**config.mk**
```make
export PLATFORM = sky130hd
export DESIGN_NAME = gf_const_mult_column_seq_flat
export DESIGN_NICKNAME = d
export VERILOG_FILES = /design/src/rtl/gf_pkg.sv /design/src/rtl/gf_const_mult_column_seq_if.sv /design/src/rtl/gf_const_mul.sv /design/src/rtl/gf_const_mult_column_seq.sv /design/src/flat_wrapper.sv
export SDC_FILE = /design/constraint.sdc
export NUM_CORES = 1
export LEC_CHECK = 0
export ABC_AREA = 1
export CAP_MARGIN = 20
export CORE_MARGIN = 2
export CORE_UTILIZATION = 59
export DETAILED_ROUTE_END_ITERATION = 8
export MAX_ROUTING_LAYER = met4
export PLACE_DENSITY = 0.83
export SLEW_MARGIN = 20
export SYNTH_ARGS = -nofsm -noshare
export SYNTH_HDL_FRONTEND = slang
export SYNTH_HIERARCHICAL = 1
export SYNTH_SLANG_ARGS = --single-unit
```
**constraint.sdc**
```tcl
create_clock -name clk -period 2.1 [get_ports clk]
set_clock_uncertainty 0.2 [all_clocks]
set_input_delay 0.63 -clock clk [delete_from_list [all_inputs] [get_ports clk]]
set_output_delay 0.63 -clock clk [all_outputs]
set_load 0.01 [all_outputs]
```
**src/rtl/gf_pkg.sv**
```systemverilog
// Shared GF(2^m) helpers: the FSM state type and elaboration-time constant arithmetic
// used to build fixed-constant multipliers as pure XOR networks.
package gf_pkg;

  localparam int unsigned GF_M    = 13;
  localparam logic [31:0] GF_POLY = 32'h0000_001B;

  typedef enum logic {
    ST_IDLE = 1'b0,
    ST_RUN  = 1'b1
  } col_state_e;

  function automatic logic [31:0] gf_mask(input int unsigned m);
    return (m >= 32) ? 32'hFFFF_FFFF : ((32'h1 << m) - 32'h1);
  endfunction

  // Multiply by alpha: shift left, fold the overflowing x^m term back through POLY.
  function automatic logic [31:0] gf_xtime(input logic [31:0] x, input int unsigned m,
                                           input logic [31:0] poly);
    logic [31:0] r;
    r = (x << 1) & gf_mask(m);
    if (((x >> (m - 1)) & 32'h1) != 32'h0) r = r ^ (poly & gf_mask(m));
    return r;
  endfunction

  function automatic logic [31:0] gf_alpha_pow(input int unsigned e, input int unsigned m,
                                               input logic [31:0] poly);
    logic [31:0] r;
    int unsigned order;
    int unsigned ee;
    order = gf_mask(m);
    ee    = (order == 0) ? 0 : (e % order);
    r     = 32'h1;
    for (int unsigned i = 0; i < ee; i++) r = gf_xtime(r, m, poly);
    return r;
  endfunction

  // With c constant the selects below collapse to a fixed XOR matrix.
  function automatic logic [31:0] gf_mul_const(input logic [31:0] x, input logic [31:0] c,
                                               input int unsigned m, input logic [31:0] poly);
    logic [31:0] acc;
    logic [31:0] a;
    acc = 32'h0;
    a   = x & gf_mask(m);
    for (int unsigned i = 0; i < m; i++) begin
      if (((c >> i) & 32'h1) != 32'h0) acc = acc ^ a;
      a = gf_xtime(a, m, poly);
    end
    return acc;
  endfunction

endpackage

```
**src/rtl/gf_const_mult_column_seq_if.sv**
```systemverilog
// Load and beat handshake bundle for the constant-multiplier column.
interface gf_const_mult_column_seq_if #(
  parameter int unsigned M     = 13,
  parameter int unsigned NLANE = 16,
  parameter int unsigned CW    = 10
);
  logic               in_valid;
  logic               in_ready;
  logic [M-1:0]       in_b;
  logic [CW-1:0]      in_steps;
  logic               abort;
  logic               out_valid;
  logic               out_ready;
  logic               out_last;
  logic [NLANE*M-1:0] out_data;

  modport master (
    output in_valid, in_b, in_steps, abort, out_ready,
    input  in_ready, out_valid, out_last, out_data
  );

  modport slave (
    input  in_valid, in_b, in_steps, abort, out_ready,
    output in_ready, out_valid, out_last, out_data
  );
endinterface

```
**src/rtl/gf_const_mul.sv**
```systemverilog
// y = x * alpha^EXP in GF(2^M); the constant is folded at elaboration, leaving only XORs.
module gf_const_mul
  import gf_pkg::*;
#(
  parameter int unsigned M    = GF_M,
  parameter logic [31:0] POLY = GF_POLY,
  parameter int unsigned EXP  = 1
) (
  input  logic [M-1:0] x,
  output logic [M-1:0] y
);
  localparam logic [31:0] C = gf_alpha_pow(EXP, M, POLY);

  assign y = M'(gf_mul_const(32'(x), C, M, POLY));
endmodule

```
**src/rtl/gf_const_mult_column_seq.sv**
```systemverilog
// Chien-style column: loads b*alpha^j into each lane, then streams beats while multiplying
// every lane in place by alpha^(j*STRIDE).
module gf_const_mult_column_seq
  import gf_pkg::*;
#(
  parameter int unsigned M      = GF_M,
  parameter logic [31:0] POLY   = GF_POLY,
  parameter int unsigned NLANE  = 16,
  parameter int unsigned STRIDE = 1,
  parameter int unsigned CW     = 10
) (
  input logic                       clk,
  input logic                       rst_n,
  gf_const_mult_column_seq_if.slave bus
);

  col_state_e         r_state;
  col_state_e         w_state_nxt;
  logic [CW-1:0]      r_count;
  logic [NLANE*M-1:0] r_lanes;
  logic [NLANE*M-1:0] w_load_lanes;
  logic [NLANE*M-1:0] w_step_lanes;
  logic               w_load;
  logic               w_step;

  for (genvar j = 1; j <= NLANE; j++) begin : g_lane
    gf_const_mul #(.M(M), .POLY(POLY), .EXP(j)) u_load (
      .x (bus.in_b),
      .y (w_load_lanes[j*M-1 -: M])
    );
    gf_const_mul #(.M(M), .POLY(POLY), .EXP(j * STRIDE)) u_step (
      .x (r_lanes[j*M-1 -: M]),
      .y (w_step_lanes[j*M-1 -: M])
    );
  end

  // NOTE: every signal written here gets a default first, so no path leaves one unassigned
  // and no latch is inferred.
  always_comb begin
    w_state_nxt   = r_state;
    w_load        = 1'b0;
    w_step        = 1'b0;
    bus.in_ready  = 1'b0;
    bus.out_valid = 1'b0;
    bus.out_last  = 1'b0;
    unique case (r_state)
      ST_IDLE: begin
        bus.in_ready = 1'b1;
        // abort outranks a simultaneous load request
        if (!bus.abort && bus.in_valid) begin
          w_load      = 1'b1;
          w_state_nxt = ST_RUN;
        end
      end
      ST_RUN: begin
        bus.out_valid = 1'b1;
        bus.out_last  = (r_count == CW'(1));
        if (bus.abort) begin
          w_state_nxt = ST_IDLE;
        end else if (bus.out_ready) begin
          if (r_count == CW'(1)) w_state_nxt = ST_IDLE;
          else                   w_step      = 1'b1;
        end
      end
    endcase
  end

  assign bus.out_data = r_lanes;

  // NOTE: sequential state uses non-blocking assignments so every register samples
  // pre-edge values regardless of statement order.
  always_ff @(posedge clk or negedge rst_n) begin
    if (!rst_n) begin
      r_state <= ST_IDLE;
      r_count <= '0;
      // NOTE: the lane bank is reset too, because out_data is driven straight from it
      // and must read zero out of reset.
      r_lanes <= '0;
    end else begin
      r_state <= w_state_nxt;
      if (w_load) begin
        r_lanes <= w_load_lanes;
        r_count <= (bus.in_steps == '0) ? CW'(1) : bus.in_steps;
      end else if (w_step) begin
        r_lanes <= w_step_lanes;
        r_count <= r_count - CW'(1);
      end
    end
  end

endmodule
```
**src/flat_wrapper.sv**
```systemverilog
// flat-port wrapper written by rule: the top's interface ports become plain ports
module gf_const_mult_column_seq_flat import gf_pkg::*;
#(
  parameter int unsigned M      = GF_M,
  parameter logic [31:0] POLY   = GF_POLY,
  parameter int unsigned NLANE  = 16,
  parameter int unsigned STRIDE = 1,
  parameter int unsigned CW     = 10
)
  (clk, rst_n, bus_in_valid, bus_in_b, bus_in_steps, bus_abort, bus_out_ready, bus_in_ready, bus_out_valid, bus_out_last, bus_out_data);
  gf_const_mult_column_seq_if #(.M(M), .NLANE(NLANE), .CW(CW)) bus_i ();
  input logic clk;
  input logic rst_n;
  input wire logic [$bits(bus_i.in_valid)-1:0] bus_in_valid;
  input wire logic [$bits(bus_i.in_b)-1:0] bus_in_b;
  input wire logic [$bits(bus_i.in_steps)-1:0] bus_in_steps;
  input wire logic [$bits(bus_i.abort)-1:0] bus_abort;
  input wire logic [$bits(bus_i.out_ready)-1:0] bus_out_ready;
  output wire logic [$bits(bus_i.in_ready)-1:0] bus_in_ready;
  output wire logic [$bits(bus_i.out_valid)-1:0] bus_out_valid;
  output wire logic [$bits(bus_i.out_last)-1:0] bus_out_last;
  output wire logic [$bits(bus_i.out_data)-1:0] bus_out_data;
  assign bus_i.in_valid = bus_in_valid;
  assign bus_i.in_b = bus_in_b;
  assign bus_i.in_steps = bus_in_steps;
  assign bus_i.abort = bus_abort;
  assign bus_i.out_ready = bus_out_ready;
  assign bus_in_ready = bus_i.in_ready;
  assign bus_out_valid = bus_i.out_valid;
  assign bus_out_last = bus_i.out_last;
  assign bus_out_data = bus_i.out_data;
  gf_const_mult_column_seq #(.M(M), .POLY(POLY), .NLANE(NLANE), .STRIDE(STRIDE), .CW(CW)) u_core (.clk(clk), .rst_n(rst_n), .bus(bus_i));
endmodule
```
# --- After elaboration in Yosys (flattened, before gate mapping) ---
# Cells that the tools add are included.
op_classes:
  reduce_logical: 4
  mux: 129
  n_eq_ne: 1
  bitwise: 137
  addsub: 1
ops:
  columns: ["operator", "count"]
  rows:
  - ["5-bit 2-to-1 mux", 112]
  - ["4-bit inverter", 112]
  - ["208-bit 2-to-1 mux", 2]
  - ["13-bit XOR", 24]
  - ["10-bit 2-to-1 mux", 3]
  - ["1-bit 2-to-1 mux", 11]
  - ["10-bit by 1-bit equality test with 1-bit output, second input constant", 1]
  - ["10-bit zero test", 1]
  - ["10-bit by 1-bit subtractor with 10-bit output, second input constant", 1]
  - ["1-bit case mux with 2 select lines", 1]
  - ["2-bit nonzero test", 1]
  - ["1-bit logical AND", 1]
  - ["1-bit zero test", 1]
  - ["1-bit inverter", 1]
totals:
  word_cells: 275
  in_bits: 28
  output_inout_bits: 211
  ff_bits: 219

# --- Longest topological paths before layout ---
# Gate-level depths: netlist of run 1.
depth:
  depth_word: 26
  mapped_depth: 16
  depth_no_buf: 15

# --- By module ---
# The synthesis of run 1 kept the hierarchy.
by_module_without_submodules:
  columns: ["mod", "cells_per_inst", "instances", "area_per_inst_um2", "seq_area_each_um2"]
  rows:
  - ["gf_const_mult_column_seq", 1675, 1, 11225.8, 5480.3]
  - ["gf_const_mul (u_core.g_lane[14].u_load ...)", 113, 2, 599.3, 0.0]
  - ["gf_const_mul (u_core.g_lane[12].u_load ...)", 73, 2, 416.6, 0.0]
  - ["gf_const_mul (u_core.g_lane[16].u_load)", 163, 1, 787.0, 0.0]
  - ["gf_const_mul (u_core.g_lane[11].u_load ...)", 80, 2, 384.1, 0.0]
  - ["gf_const_mul (u_core.g_lane[16].u_step)", 148, 1, 762.0, 0.0]
  - ["gf_const_mul (u_core.g_lane[9].u_load ...)", 97, 2, 376.6, 0.0]
  - ["gf_const_mul (u_core.g_lane[8].u_load ...)", 86, 2, 357.8, 0.0]
  - ["gf_const_mul (u_core.g_lane[10].u_load ...)", 56, 2, 319.1, 0.0]
  - ["gf_const_mul (u_core.g_lane[15].u_load)", 129, 1, 611.8, 0.0]
  - ["gf_const_mul (u_core.g_lane[7].u_load ...)", 67, 2, 299.0, 0.0]
  - ["gf_const_mul (u_core.g_lane[13].u_step)", 112, 1, 556.8, 0.0]
  - ["gf_const_mul (u_core.g_lane[13].u_load)", 112, 1, 554.3, 0.0]
  - ["gf_const_mul (u_core.g_lane[6].u_load ...)", 68, 2, 275.3, 0.0]
  - ["+6 rows", null, null, null, null]

# --- Least setup slack after synthesis of run 1 ---
# OpenSTA, ideal clock, no wires.
synth_path:
  kind: "input port to flip-flop"
  from: "in bus_in_b[7]"
  to: "reg u_core.r_lanes[199], in the netlist u_core/bus.out_data[199]"
  slack_ps: 228
  setup_time_ps: 117
  t_required_ps: 1783
  t_arrival_ps: 1554
  cell_stages: 15
  n_path_buf: 1
  path_cell_list: "buf_2 -> nand2_1 -> inv_1 -> nor2_2 -> nand2_1 -> nand2_2 -> inv_2 -> nand2_2 -> nand2_2 -> nand2_1 -> nand2_1 -> nand2_1 -> nand2_1 -> nand2_1 -> nand2_1"
synth_via:
  elab_chain_len: 5
  word_cells_on_any_way: 6
  classes_between: "mux (3); bitwise (3)"
synth_rtl:
  columns: ["element", "line_no", "text"]
  rows:
  - ["start, declared", "flat_wrapper.sv:15", "input wire logic [$bits(bus_i.in_b)-1:0] bus_in_b;"]
  - ["5-bit 2-to-1 mux (*)", null, null]
  - ["4-bit inverter (no source line)", null, null]
  - ["5-bit 2-to-1 mux", null, null]
  - ["13-bit XOR (*)", "gf_pkg.sv:46", "if (((c >> i) & 32'h1) != 32'h0) acc = acc ^ a;"]
  - ["named net u_core.w_load_lanes[199]", "gf_const_mult_column_seq.sv:21", "logic [NLANE*M-1:0] w_load_lanes;"]
  - ["208-bit 2-to-1 mux (*)", "gf_const_mult_column_seq.sv:81", "if (w_load) begin"]
  - ["end signal, assigned", "gf_const_mult_column_seq.sv:82", "r_lanes <= w_load_lanes;"]
  - ["end signal, assigned", "gf_const_mult_column_seq.sv:85", "r_lanes <= w_step_lanes;"]
  - ["end, declared", "gf_const_mult_column_seq.sv:20", "logic [NLANE*M-1:0] r_lanes;"]
# Mark *: on every way through the listed nets, which the timed path passes. The rest lies on a longest branch.
# A chain may end at the register's enable or synchronous reset.

# --- Worst setup path after layout of run 1 ---
layout_path:
  from: "reg u_core.r_count[1]"
  to: "out bus_out_last"
layout_via:
  elab_chain_len: 2
layout_rtl:
  columns: ["element", "line_no", "text"]
  rows:
  - ["start, declared", "gf_const_mult_column_seq.sv:19", "logic [CW-1:0] r_count;"]
  - ["start signal, assigned", "gf_const_mult_column_seq.sv:83", "r_count <= (bus.in_steps == '0) ? CW'(1) : bus.in_steps;"]
  - ["start signal, assigned", "gf_const_mult_column_seq.sv:86", "r_count <= r_count - CW'(1);"]
  - ["10-bit by 1-bit equality test with 1-bit output", "gf_const_mult_column_seq.sv:57", "bus.out_last = (r_count == CW'(1));"]
  - ["1-bit 2-to-1 mux", "gf_const_mult_column_seq.sv:46", "unique case (r_state)"]
  - ["end, declared", "flat_wrapper.sv:21", "output wire logic [$bits(bus_i.out_last)-1:0] bus_out_last;"]
# Every way passes these cells.

==> results of run 1 <==
## cells by family after synthesis
| family | synth area share, % |
|---|---|
| and+or+nand+nor | 53.2 |
| buffers and inverters | 12.6 |
| xor gates and xnor gates | 9.79 |
| AOI/OAI and AO/OA | 0.323 |
| adders and majority gates | 0.110 |
| DFF | 24.0 |
## per-stage QoR
step	worst slack, ns	total power (uW)	hold WS [ns]
finish	-0.304	41700	0.308
global route	-0.394	45500	0.332
CTS	-0.306	40800	0.303
detailed placement	-0.362	35200	0.291
global placement	-0.310	34700	0.283
floorplan	0.228	26500	0.134
## registers in the layout (all words and copies together) (netlist names)
name	flops
u_core/bus.out_data	208
u_core/r_count	10
u_core/r_state	1
## final cells by class
class / instances / area share (%)
Sequential cell: 219 / 19.1
Tap cell: 518 / 2.24
Multi-Input combinational cell: 3271 / 50.3
Clock buffer: 32 / 2.47
Clock inverter: 18 / 0.501
Inverter: 393 / 5.22
Timing Repair Buffer: 644 / 20.2
## worst min-delay path, cell delays in order (launching register included)
cell	delay (ns)
dfrtp_1	0.37
nand2_1	0.06
nand2_1	0.05
## per-layer routing
layer	track usage, %	up-vias	wire, um
li1	-	13000	-
met1	43.5	11600	29100
met2	56.3	1011	32800
met3	5.65	189	5680
met4	13.4	0	2840
met5	-	-	0
## worst max-delay path by stage
stage,from,to,slack [ns],cells past startpoint
floorplan,bus_in_b[7],u_core/bus.out_data[199],0.23,15
global placement,bus_abort,u_core/bus.out_data[158],-0.31,10
detailed placement,bus_abort,u_core/bus.out_data[153],-0.36,10
CTS,u_core/r_count[3],bus_out_last,-0.31,6
global route,u_core/r_count[1],bus_out_last,-0.39,7
finish,u_core/r_count[1],bus_out_last,-0.30,7
## power groups by stage
stage	clock, uW	combinational, uW	sequential, uW
finish	4630	29300	7790
global route	4840	32700	7960
CTS	4690	28400	7700
detailed placement	0	26800	8390
global placement	0	26300	8420
floorplan	0	17300	9220
## placed cells by master, fill, tap and decap left out, drive strengths merged, types with 2 or more instances in the layout
| master | Yosys | routed |
|---|---|---|
| o21ai | 12 | 12 |
| dfrtp | 219 | 219 |
| dlygate4sd2 | 0 | 53 |
| clkdlybuf4s15 | 0 | 141 |
| clkdlybuf4s50 | 0 | 13 |
| clkbuf | 25 | 42 |
| nor2 | 40 | 40 |
| nand3b | 3 | 3 |
| nand2 | 2769 | 2769 |
| or2 | 7 | 7 |
| clkinv | 4 | 13 |
| ha | 2 | 2 |
| nand2b | 6 | 6 |
| clkinvlp | 0 | 6 |
| xor2 | 140 | 140 |
| xnor2 | 106 | 106 |
| buf | 179 | 426 |
| inv | 389 | 391 |
| nand4 | 10 | 10 |
| nand3 | 173 | 173 |
## repair_timing
action | in CTS | in global routing
setup buffers | 118 | 16
hold buffers | 1 | 0
hold endpoints to repair | 33 | 0
gates resized for setup | 402 | 67
cloned | 0 | 3
endpoints found under the setup margin | 221 | 117
pin swaps | 2 | 13
==> flow_summary_export.csv, run 1 <==
group,metric,value,unit
finish,n_antenna_cell,0,
power_and_ir_drop,p_per_area,1440,nW/um^2
timing,slew_violations,0,
clock_tree,cts_root_buf,"clkbuf_16",
floorplanning,dieHeight,201,um
routing,dr.pass1.iters,6,
synth,async_flop_share,100,%
finish,multi_input_area,14600,sq um
synth,yosys_warnings,6,
routing,wl,70400,um
setup_path,crit_type,"register to output port",
hold_path,hp-start,"u_core/bus.out_data[21]",
finish,final_nets,4586,
place,dp_cells,4908,
synth,synth_cell_types,36,
synth,ys.flop_type,"dfrtp_1",
timing,setup_ws,-0.304,ns
synth,syn_nets,4117,
synth,ys_seq_area_share,24.0,%
setup_path,reg2reg_from,"u_core/r_count[1]",
place,place_congestion,0.938,
timing,tns,-0.304,ns
synth,yosysMostFrequentCell,"nand2_1",
clock_tree,htreeDepth,1,
setup_path,crit_fanout,2,
power_and_ir_drop,p_sw,20600,uW
routing,first_iter_violations,1965,
setup_path,worst_path_max_delay_cell,"dfrtp_1",
routing,via_per_inst,5.06,
run_status,violations,"negative setup slack",
finish,fillers,3102,
floorplanning,die_x,201,um
setup_path,rrSetupSlack,0.11,ns
timing,rsz0062_at_grt,"true",
routing,drtAntennaViolNets,0,
clock_tree,numClockSinks,219,
timing,clock.fmax,0.416,GHz
finish,areaGrowthSynthToFinish,26.8,%
place,dpl_cell_area,27000,sq um
timing,worst-slew-pin-transition,0.421,ns
timing,final_hold_viol_count,0,
synth,synth_edf_count,0,
timing,fin_crit,2.40,ns
global_routing,grt_max_degree,67,
synth,synth_seq_cells,219,
hold_path,holdPathEnd,"u_core/bus.out_data[21]",
finish,design_area,29000,sq um
finish,seq_area,5530,sq um
clock_tree,clk_pin_slew,0.06,ns
hold_path,min_path_cells,2,
power_and_ir_drop,leakage,0.0177,uW
place,port_buffers,238,
power_and_ir_drop,clkPwrFrac,11.1,%
timing,setup_viol,1,
setup_path,cp.arrival,1.57,ns
timing,min_period_over_period,114,%
place,hpwl,48800,um
global_routing,antenna_found_initial,0,
floorplanning,rows,72,
timing,max-slew-margin-rel,71.9,%
clock_tree,cts_tree,"done",
synth,synth_top_area_share,43.0,%
finish,drive_above_1_share,18.0,%
setup_path,worstSetupStartpointType,"register",
synth,synth_area,22800,sq um
synth,yosys.area.top_type,"nand2_1",
routing,wl_per_cell,13.8,um
routing,drc_errors,0,
floorplanning,dieArea,40300,sq um
power_and_ir_drop,comb_power_share,70.3,%
setup_path,reg2regPathDepth,12,
clock_tree,numCtsBuffers,27,
finish,finalCoreUtilization,75.3,%
setup_path,crit_path_cell_trace,"inv_2, ha_4, nand2_4, nor2_4, nand2_2, nor2_1, buf_2",
synth,synth_cells,4087,
setup_path,slowest_delay,0.37,ns
run_status,status,"finished with violations",
synth,postSynthAreaPerCell,5.59,sq um
setup_path,path_buf_inv,2,
setup_path,worst_setup_path_end_kind,"output port",
global_routing,grt_use_total,34.7,%
floorplanning,start_util,59.4,%
clock_tree,clockBufferDepth,3,
run,maxCapViolCount,0,
routing,vias,25800,
synth,synth_commonest_cells,"2619 x nand2_1, 286 x inv_1, 219 x dfrtp_1",
setup_path,critPathTopFamily,"flip-flops",
hold_path,hold_path.class,"register to register",
floorplanning,core,38500,sq um
clock_tree,clkLatencyLatePin,0.57,ns
global_routing,overflow,0,
global_routing,grt_pass1_wl,113000,um
setup_path,reg2reg_to,"u_core/bus.out_data[122]",
power_and_ir_drop,vdd_ir_drop_max,1.00,mV
power_and_ir_drop,netSwitchingFraction,49.3,%
setup_path,cp.required,1.27,ns
power_and_ir_drop,seqPwrFrac,18.7,%
global_routing,grt_pass1_vias,23700,
power_and_ir_drop,internal-power,21200,uW
floorplanning,ios,239,
finish,stdcell_count,5095,
synth,synthTopCellsByArea,"nand2_1 43%, dfrtp_1 24%, xor2_1 5.2%",
Note: power is estimated with default switching activity, not from simulation.
==> run 2: changes to the inputs <==
- CORE_ASPECT_RATIO: not set -> 0.9
- CORE_UTILIZATION: 59 -> 40
- PLACE_DENSITY: 0.83 -> not set
==> run 2 against run 1 <==
  * The flow still finishes with violations (negative setup slack)
  * Critical endpoint unchanged
  * Via count is 5.2% lower
  * Largest cell class unchanged
  * Flip-flop and latch count stayed put
  * Power is 0.89% higher
==> flow_summary_export.csv, run 2 (synthesis gave the netlist of run 1 again) <==
group,metric,value,unit
run_status,status,"finished with violations",
run_status,violations,"negative setup slack",
timing,max-slew-margin-rel,73.8,%
power_and_ir_drop,leakage,0.0177,uW
timing,fin_crit,2.39,ns
clock_tree,cts_tree,"done",
timing,clock.fmax,0.418,GHz
finish,final_nets,4584,
global_routing,grt_use_total,24.6,%
power_and_ir_drop,vdd_ir_drop_max,0.721,mV
floorplanning,dieHeight,231,um
finish,finalCoreUtilization,51.7,%
timing,final_hold_viol_count,0,
global_routing,antenna_found_initial,2,
timing,worst-slew-pin-transition,0.390,ns
setup_path,crit_type,"register to output port",
place,dpl_cell_area,27400,sq um
setup_path,cp.arrival,1.56,ns
setup_path,rrSetupSlack,0.12,ns
global_routing,grt_pass1_wl,116000,um
finish,drive_above_1_share,18.7,%
floorplanning,core,56700,sq um
setup_path,cp.required,1.27,ns
finish,design_area,29300,sq um
place,hpwl,52700,um
clock_tree,clk_pin_slew,0.06,ns
finish,layout_common_cells,"2613 x nand2_1, 359 x buf_4, 284 x inv_1",
routing,wl,71900,um
clock_tree,clockBufferDepth,3,
routing,drc_errors,0,
setup_path,crit_fanout,2,
global_routing,grt_max_degree,85,
clock_tree,numCtsBuffers,28,
clock_tree,htreeDepth,1,
timing,min_period_over_period,114,%
run,maxCapViolCount,0,
routing,via_per_inst,4.57,
clock_tree,numClockSinks,219,
finish,final_common_cell,"nand2_1",
timing,setup_ws,-0.291,ns
global_routing,overflow,0,
clock_tree,clkLatencyLatePin,0.58,ns
timing,fin_hold_ws,0.287,ns
routing,wl_per_cell,13.5,um
place,place_congestion,0.915,
place,port_buffers,238,
timing,setup_viol,1,
routing,drtAntennaViolNets,0,
finish,fillers,5912,
power_and_ir_drop,p_per_area,1440,nW/um^2
setup_path,worstSetupStartpointType,"register",
floorplanning,rows,83,
finish,multi_input_area,14500,sq um
setup_path,worst_setup_path_end_kind,"output port",
finish,areaGrowthSynthToFinish,28.4,%
routing,first_iter_violations,1633,
timing,rsz0062_at_grt,"true",
finish,seq_area,5530,sq um
hold_path,hold_path.class,"input pin to async pin",
floorplanning,dieArea,59000,sq um
floorplanning,ios,239,
floorplanning,start_util,40.3,%
floorplanning,die_x,256,um
routing,vias,24400,
global_routing,grt_pass1_vias,22200,
finish,largest_register_ffs,208,
clock_tree,cts_root_buf,"clkbuf_16",
routing,dr.pass1.iters,8,
timing,slew_violations,0,
## run 2: path summary, 6_finish.rpt
path | startpoint | end | cells after the start
max reg2reg | u_core/r_count[1] | u_core/bus.out_data[159] | 13
min in group clk | u_core/bus.out_data[46] | u_core/bus.out_data[46] | 2
min reg2reg | u_core/bus.out_data[46] | u_core/bus.out_data[46] | 2
max in group asynchronous | rst_n | u_core/bus.out_data[206] | 3
max | u_core/r_count[1] | bus_out_last | 7
min | rst_n | u_core/bus.out_data[124] | 2
## run 2: stage by stage
step | total power (uW) | cells | setup WS, ns | TNS [ns]
after CTS | 42200 | 5338 | -0.354 | -0.354
after global placement | 35500 | 5163 | -0.394 | -72.59
after floorplan | 26500 | 4087 | 0.228 | 0
after detailed placement | 35600 | 5163 | -0.406 | -75.92
final | 42100 | 5343 | -0.291 | -0.291
after global routing | 46400 | 5342 | -0.378 | -0.408
## run 2: cell type report
class                      instances  area share, %
timing repair buffer             641           19.6
antenna                            2         0.0171
multi-input combinational       3271           49.6
clock buffer                      38           2.86
tap                              765           3.26
clock inverter                    14          0.687
sequential                       219           18.9
inverter                         393           5.13
## run 2: per-layer routing
layer	global-route usage, %	vias to the layer above	share of wire, %
met5	-	-	0
met4	4.90	0	1.9
met3	2.68	75	5.2
met2	37.1	549	43
met1	35.4	10900	50
li1	-	12900	-
## run 2: report_power, final
group          internal (uW)  leakage [uW]  switching (uW)
clock network           3390      0.000518            2050
logic                  12300        0.0145           16600
registers               6190       0.00272            1570
## run 2: repair_timing
action                                  CTS  global route
endpoints found under the setup margin  225           116
pin swaps                                 5             8
cloned                                    0             1
hold endpoints to repair                 32             0
hold buffers                              1             0
buffers inserted                        122             2
resized for setup                       509            44
## run 2: critical path, cell delays in order, from the launching register on
cell and delay (ns):
dfrtp_1 0.37, inv_2 0.07, ha_4 0.13, nand2_4 0.05, nor2_4 0.12, nand2_2 0.06, nor2_1 0.08, buf_2 0.13
==> run 3: changes to the inputs <==
- CORE_MARGIN: 2 -> 10
- SKIP_LAST_GASP: not set -> 1
==> run 3 against run 2 <==
  * The flow still finishes with violations (negative setup slack)
  * Final cell count increased by 0.54%
  * Clock power is 7.2% lower
  * First-iteration DRC count decreased by 8.9%
  * Global-route usage decreased by 2.4 points
  * Die area is 14% higher
  * Critical path type unchanged
  * Highest routed layer unchanged
==> flow_summary_export.csv, run 3 (synthesis gave the netlist of run 1 again) <==
group,metric,value,unit
run_status,status,"finished with violations",
run_status,violations,"negative setup slack",
global_routing,grt_max_degree,63,
global_routing,antenna_found_initial,2,
finish,design_area,29300,sq um
routing,drc_errors,0,
finish,layout_common_cells,"2612 x nand2_1, 389 x buf_4, 284 x inv_1",
power_and_ir_drop,internal-power,21400,uW
power_and_ir_drop,p_per_area,1420,nW/um^2
timing,min_period_over_period,116,%
setup_path,crit_fanout,2,
power_and_ir_drop,netSwitchingFraction,48.5,%
setup_path,worstSetupStartpointType,"register",
finish,final_nets,4617,
timing,fin_crit,2.43,ns
finish,largest_register_ffs,208,
floorplanning,die_x,272,um
clock_tree,clkLatencyLatePin,0.58,ns
place,place_congestion,0.895,
routing,via_per_inst,4.58,
timing,final_hold_viol_count,0,
power_and_ir_drop,clkPwrFrac,12.2,%
timing,max-slew-margin-rel,73.6,%
global_routing,grt_use_total,22.2,%
timing,worst-slew-pin-transition,0.393,ns
timing,setup_viol,1,
floorplanning,core,56800,sq um
timing,fin_hold_ws,0.266,ns
floorplanning,dieArea,67100,sq um
routing,wl_per_cell,13.8,um
floorplanning,rows,83,
clock_tree,htreeDepth,1,
power_and_ir_drop,comb_power_share,69.4,%
power_and_ir_drop,vdd_ir_drop_max,0.807,mV
global_routing,overflow,0,
routing,drtAntennaViolNets,0,
finish,final_common_cell,"nand2_1",
power_and_ir_drop,p_sw,20200,uW
setup_path,worst_setup_path_end_kind,"output port",
power_and_ir_drop,seqPwrFrac,18.4,%
power_and_ir_drop,power,41600,uW
floorplanning,start_util,40.2,%
finish,areaGrowthSynthToFinish,28.3,%
clock_tree,clockBufferDepth,3,
hold_path,hold_path.class,"input pin to async pin",
routing,dr.pass1.iters,5,
timing,clock.fmax,0.412,GHz
run,maxCapViolCount,0,
clock_tree,numCtsBuffers,28,
place,dpl_cell_area,27700,sq um
timing,rsz0062_at_grt,"true",
routing,wl,74200,um
clock_tree,cts_tree,"done",
clock_tree,numClockSinks,219,
floorplanning,dieHeight,247,um
clock_tree,cts_root_buf,"clkbuf_16",
finish,drive_above_1_share,20.9,%
place,hpwl,56500,um
timing,setup_ws,-0.327,ns
global_routing,grt_pass1_wl,120000,um
power_and_ir_drop,leakage,0.0178,uW
setup_path,cp.required,1.27,ns
setup_path,crit_type,"register to output port",
setup_path,cp.arrival,1.60,ns
clock_tree,clk_pin_slew,0.06,ns
routing,vias,24600,
routing,first_iter_violations,1487,
floorplanning,ios,239,
timing,slew_violations,0,
global_routing,grt_pass1_vias,22600,
place,dp_slack,-0.345,ns
place,port_buffers,238,
-- run 3: cell types whose count changed in the layout (fill, tap and decap cells not counted), moves of 5 or more --
cell             delta
clkbuf_2           +11
buf_12              +5
clkdlybuf4s15_1    -70
dfrtp_2             -5
dfrtp_1             +5
clkdlybuf4s15_2    +33
dlygate4sd2_1      -10
buf_2              +36
buf_4              +30
-- run 3: final timing paths --
kind,startpoint,end,slack [ns],cells after the start
min,rst_n,u_core/bus.out_data[116],0.27,2
max in group asynchronous,rst_n,u_core/bus.out_data[177],0.76,4
max,u_core/r_count[1],bus_out_last,-0.33,7
min reg2reg,u_core/bus.out_data[45],u_core/bus.out_data[45],0.30,2
min in group clk,u_core/bus.out_data[45],u_core/bus.out_data[45],0.30,2
max reg2reg,u_core/r_count[1],u_core/bus.out_data[110],0.07,12
-- run 3: critical path, stage by stage, from the launching register on --
cell	delay, ns
dfrtp_1	0.37
inv_2	0.07
ha_4	0.12
nand2_2	0.04
nor2_2	0.12
nand2_2	0.07
nor2_1	0.09
buf_2	0.14
-- run 3: layout make-up --
type                            count  area, sq um
Multi-Input combinational cell   3271        14600
Clock buffer                       37          815
Sequential cell                   219         5530
Inverter                          393         1500
Fill cell                        5869        27500
Timing Repair Buffer              674         5810
Antenna cell                        1         2.50
Clock inverter                     12          139
Tap cell                          765          957
-- run 3: metal layers --
layer / vias up / routed length, um / part of all wire [%] / global-route usage [%]
met4: 0 / 1390 / 1.9 / 4.23
met3: 78 / 3390 / 4.6 / 2.47
met1: 11000 / 36000 / 49 / 29.9
li1: 13000 / - / - / -
met2: 514 / 33400 / 45 / 35.8
met5: - / 0 / 0 / -
-- run 3: repair_timing --
item | CTS | global route
gates resized for setup | 614 | 59
pin swaps | 2 | 10
hold buffers | 1 | 0
setup endpoints to repair | 211 | 58
setup buffers | 119 | 7
hold endpoints to repair | 109 | 0
-- run 3: power by group through the flow --
stage	registers, uW	logic, uW	clock network [uW]
3_5_place_dp	8390	27500	0
6_report	7670	28900	5060
4_1_cts	7700	28900	5210
3_3_place_gp	8450	27200	0
5_1_grt	7910	32800	5360
2_1_floorplan	9220	17300	0
-- run 3: per-stage QoR --
stage	utilization (%)	cells	setup TNS (ns)
after floorplan	-	4087	0
after detailed placement	48.7	5196	-64.28
after global placement	48.7	5196	-60.16
after CTS	51.7	5365	-0.386
final	51.6	5372	-0.327
after global routing	51.6	5372	-1.15
